## src/rtl/alu_exec_ctrl.sv

```systemverilog
// Sequencer for an external 8-bit ALU: holds acc/dreg, issues the latched op,
// waits a per-class cycle budget, then writes the ALU result back into acc.
module alu_exec_ctrl #(
  parameter int unsigned LOGIC_WAIT  = 1,
  parameter int unsigned MULDIV_WAIT = 4
) (
  input  logic       clk,
  input  logic       reset,
  input  logic       start,
  output logic       ready,
  input  logic [2:0] op,
  input  logic [7:0] operand,
  output logic [7:0] alu_a,
  output logic [7:0] alu_b,
  output logic       alu_sub,
  output logic [2:0] alu_op_select,
  input  logic [7:0] alu_result,
  output logic [7:0] acc,
  output logic       done,
  output logic       zero,
  output logic       div_err
);

  typedef enum logic [1:0] {
    IDLE = 2'd0,
    EXEC = 2'd1,
    WB   = 2'd2
  } state_e;

  localparam logic [2:0] OP_SUB = 3'd1;
  localparam logic [2:0] OP_MUL = 3'd4;
  localparam logic [2:0] OP_DIV = 3'd5;
  localparam logic [2:0] OP_LDA = 3'd6;
  localparam logic [2:0] OP_LDB = 3'd7;

  localparam logic [3:0] LOGIC_CNT  = 4'(LOGIC_WAIT);
  localparam logic [3:0] MULDIV_CNT = 4'(MULDIV_WAIT);

  state_e     state_q, state_d;
  logic [3:0] cnt_q, cnt_d;
  logic [2:0] op_q, op_d;
  logic [7:0] acc_q, acc_d;
  logic [7:0] dreg_q, dreg_d;
  logic       div_err_q, div_err_d;
  logic       done_q, done_d;
  logic       accept_s;
  logic       div_zero_s;

  assign accept_s   = start && (state_q == IDLE);
  assign div_zero_s = (op == OP_DIV) && (dreg_q == 8'h00);

  // State and datapath registers; reset clears everything, aborting any op in flight
  always_ff @(posedge clk or posedge reset) begin
    if (reset) begin
      state_q   <= IDLE;
      cnt_q     <= 4'd0;
      op_q      <= 3'd0;
      acc_q     <= 8'h00;
      dreg_q    <= 8'h00;
      div_err_q <= 1'b0;
      done_q    <= 1'b0;
    end else begin
      state_q   <= state_d;
      cnt_q     <= cnt_d;
      op_q      <= op_d;
      acc_q     <= acc_d;
      dreg_q    <= dreg_d;
      div_err_q <= div_err_d;
      done_q    <= done_d;
    end
  end

  // Next-state: only ALU ops with a usable divisor leave IDLE
  always_comb begin
    state_d = state_q;
    case (state_q)
      IDLE: begin
        if (accept_s && (op < OP_LDA) && !div_zero_s) begin
          state_d = EXEC;
        end else begin
          state_d = IDLE;
        end
      end
      EXEC: begin
        if (cnt_q <= 4'd1) begin
          state_d = WB;
        end else begin
          state_d = EXEC;
        end
      end
      WB:      state_d = IDLE;
      default: state_d = IDLE;
    endcase
  end

  // Datapath next values; loads and divide-by-zero complete without leaving IDLE
  always_comb begin
    cnt_d     = cnt_q;
    op_d      = op_q;
    acc_d     = acc_q;
    dreg_d    = dreg_q;
    div_err_d = div_err_q;
    done_d    = 1'b0;
    case (state_q)
      IDLE: begin
        if (accept_s) begin
          case (op)
            OP_LDA: begin
              acc_d     = operand;
              div_err_d = 1'b0;
              done_d    = 1'b1;
            end
            OP_LDB: begin
              dreg_d    = operand;
              div_err_d = 1'b0;
              done_d    = 1'b1;
            end
            OP_DIV: begin
              if (div_zero_s) begin
                div_err_d = 1'b1;
                done_d    = 1'b1;
              end else begin
                op_d      = op;
                cnt_d     = MULDIV_CNT;
                div_err_d = 1'b0;
              end
            end
            default: begin
              op_d      = op;
              cnt_d     = (op >= OP_MUL) ? MULDIV_CNT : LOGIC_CNT;
              div_err_d = 1'b0;
            end
          endcase
        end else begin
          done_d = 1'b0;
        end
      end
      EXEC: cnt_d = cnt_q - 4'd1;
      WB: begin
        acc_d  = alu_result;
        done_d = 1'b1;
      end
      default: done_d = 1'b0;
    endcase
  end

  // Outputs; ready is held low while reset is asserted
  always_comb begin
    ready         = (state_q == IDLE) && !reset;
    alu_a         = acc_q;
    alu_b         = dreg_q;
    alu_sub       = (op_q == OP_SUB);
    alu_op_select = op_q;
    acc           = acc_q;
    done          = done_q;
    zero          = (acc_q == 8'h00);
    div_err       = div_err_q;
  end

endmodule

```

## config.mk

```make
export PLATFORM = sky130hd
export DESIGN_NAME = alu_exec_ctrl
export DESIGN_NICKNAME = d
export VERILOG_FILES = /design/src/rtl/alu_exec_ctrl.sv
export SDC_FILE = /design/constraint.sdc
export NUM_CORES = 1
export LEC_CHECK = 0
export CORE_MARGIN = 4
export CORE_UTILIZATION = 30
export DETAILED_ROUTE_END_ITERATION = 7
export PLACE_DENSITY = 0.57
export SLEW_MARGIN = 20
export SYNTH_ARGS = -nofsm -noshare
export SYNTH_HDL_FRONTEND = slang
export SYNTH_SLANG_ARGS = --single-unit
```

## constraint.sdc

```tcl
create_clock -name clk -period 1.5 [get_ports clk]
set_input_delay 0.3 -clock clk [delete_from_list [all_inputs] [get_ports clk]]
set_output_delay 0.3 -clock clk [all_outputs]
set_load 0.05 [all_outputs]
```

==> run summary <==
I/O pins - 54
Root Driver - clkbuf_8
Setup Fix Bufs, Post-CTS - 0
initial antenna violation count - 0
unique cell type count in the Yosys netlist - 36
failing checks - negative setup slack
Critical Path End - zero
CTS Buf Count - 3
initial core utilization - 31.9%
core footprint - 4470 µm²
die area - 5930 µm²
grt ovf - 0
Final Util - 59.7%
total nets after synthesis - 158
number of synthesized register bits - 27
Final min period - 1800 ps
GR Util All Layers - 14.0%
Post-DP Area - 2560 µm²
RSZ-0062 raised after global routing - yes
max-cap violations - 0
final clock skew - 1.29 ps
Crit. End Element - output port
final instance area - 2670 µm²
total power - 6.93 mW
CP arrival - 1500 ps
CP Data Required Time - 1200 ps
hold path startpoint - op[0]
Final GP Congestion - 0.833
Tcrit/Tclk final - 120%
Area Growth Syn to Fin - 87.1%
Fmax achieved - 555 MHz
setup ws final - -302 ps
RR Startpoint - state_q[1]$_DFF_PP0_
Setup-failing EPs final - 1
vias in the first global route - 1412
Initial DRC Count - 82
final hold violations - 0
share of the synthesized area in the top cell type - 47.3%
Pre-antenna DRT Iters - 4
kind of critical path - flip-flop to output port
H-tree levels - 1
global-route wire length before repair - 6770 µm
Leak Pwr - 1.19 nW
outcome - complete, but fails checks
Yosys warning count - 0
Detail Route Antenna Nets - 0
crit path launch - acc[7]$_DFFE_PP0P_
synth top area cells - dfrtp_1 47%, mux2_4 8.4%, mux2i_1 5.6%, a21oi_1 4.9%, nor2_1 4.5%
Skew-Pair Late Insertion Delay - 270 ps
Pins Over Slew Limit - 0
syn_area_per_cell - 10.7 µm²
Die Wd - 77.0 µm
Slew @ Worst Pin - 347 ps
Detailed Place HPWL - 3090 µm
Peak VDD IR - 1.64 mV
Power Dens Cells - 2590 nW/µm²
die height - 77.0 µm
layout cells sized above 1 - 50.0%
DR WL/cell - 14.7 µm
hold path cells - 2
TritonCTS clock tree - built
class of the worst hold path - input pin to flip-flop
Final nets - 233
Clock Sinks - 27
Yosys top cell by area - dfrtp_1
Synth Instances - 134
Startpoint Class - flip-flop
diode count - 0
Reg2Reg Depth - 3
CP max FO - 2
Setup WS pre-CTS - -419 ps
DRC viols - 0
Syn Std Cell Area - 1430 µm²
Slew HR - 76.9%
CTS max path bufs - 2
largest net degree at the start of global routing - 28
row count - 24
Vias - 1265
Hold-fix buffers, CTS - 0
RR Endpoint - alu_b[1]$_DFFE_PP0P_
IO buf count - 53
Seq/Total Area, Yosys - 47.3%
flop-to-flop setup slack - 30 ps
wirelength, routed - 3820 µm
clock transition at the registers of the reported paths - 90 ps
DR vias/cell - 4.87
-- worst max-delay path, stage by stage (launching register included) --
cell	delay, ps
dfrtp_2	410
or4_4	540
nor2_4	140
buf_12	140
-- logic make-up after synthesis --
kind of cell / Yosys count / share of synthesized area (%)
multiplexers: 17 / 14.8
flip-flops: 27 / 47.3
AND/OR/NAND/NOR: 41 / 15.5
buffers and inverters: 19 / 8.24
AO/OA/AOI/OAI: 28 / 12.4
adder cells (fa/ha/maj): 2 / 1.75
-- state kept, by name, summed over array words and instances (netlist names) --
register and count:
alu_op_select 3, acc 8, done 1, cnt_q 4, state_q 2, alu_b 8, div_err 1
-- cell usage after synthesis --
cell type and instances:
inv_1 6, or3_1 1, nor4b_1 2, a21o_1 2
nor2b_1 1, buf_4 8, a211oi_1 2, nor3b_1 1
a2bb2oi_1 1, nor2_8 1, a41oi_1 1, nand3_1 4
buf_2 1, mux2_4 8, o311ai_0 1, mux2i_1 8
buf_6 2, nand2_1 5, or3b_1 1, nor2_2 1
o221a_1 1, dfrtp_1 27, clkbuf_1 1, ha_1 2
a21oi_2 1, a21boi_0 1, nor2_1 17, nor3_1 3
a21oi_1 14, nand4b_1 1, and2b_1 1, or4_1 2
mux2_2 1, o22ai_1 2, o21ai_0 2, inv_2 1
-- cells in the final DEF (no fill, tap or decap), types with 2 or more instances in the layout --
| master | instances |
|---|---|
| dfrtp_1 | 13 |
| dlymetal6s2s_1 | 3 |
| nand3_1 | 2 |
| buf_4 | 25 |
| nand3_2 | 2 |
| buf_6 | 2 |
| inv_1 | 6 |
| o22ai_1 | 2 |
| a21o_1 | 2 |
| clkbuf_8 | 3 |
| nor4b_4 | 2 |
| mux2i_1 | 8 |
| or4_4 | 2 |
| nand2_1 | 5 |
| o21ai_0 | 2 |
| clkdlybuf4s50_1 | 17 |
| dfrtp_2 | 14 |
| a21oi_1 | 13 |
| mux2_4 | 9 |
| a21oi_2 | 2 |
| a211oi_1 | 2 |
| buf_12 | 34 |
| nor2_1 | 16 |
| ha_1 | 2 |
-- through the flow --
step	TNS, ps	instances	hold slack, ps
CTS	-329	260	489
floorplan	-1010	134	352
global placement	-7490	256	486
global route	-449	260	402
detailed placement	-7890	256	507
finish	-302	260	397
-- layer usage --
metal	track usage [%]	share of wire, %	vias to the layer above
li1	-	-	613
met1	18.0	44	603
met2	22.7	49	45
met3	4.22	6.7	4
met4	3.74	0.94	0
met5	0	0	-
-- power by group --
group | total (mW) | switching (mW) | internal [mW]
combinational | 5.08 | 2.56 | 2.53
clock | 0.415 | 0.225 | 0.190
sequential | 1.43 | 0.320 | 1.11
-- worst min-delay path by stage --
stage / end / slack [ps]
after detailed placement: cnt_q[1]$_DFFE_PP0P_ / 510
after global routing: alu_op_select[0]$_DFFE_PP0P_ / 400
after global placement: cnt_q[1]$_DFFE_PP0P_ / 490
after floorplan: acc[3]$_DFFE_PP0P_ / 350
final: alu_op_select[0]$_DFFE_PP0P_ / 400
after CTS: state_q[1]$_DFF_PP0_ / 490
-- timing repair --
item,CTS,global route
resized for setup,6,12
pin swaps,4,3
setup endpoints to repair,17,23
-- final cells by class --
type | instances | area, µm²
Fill cell | 364 | 1800
Timing Repair Buffer | 82 | 1110
Multi-Input combinational cell | 88 | 734
Sequential cell | 27 | 693
Tap cell | 52 | 65.1
Clock buffer | 4 | 45.0
Inverter | 7 | 26.3
No activity file was read; power rests on OpenSTA's default activity.
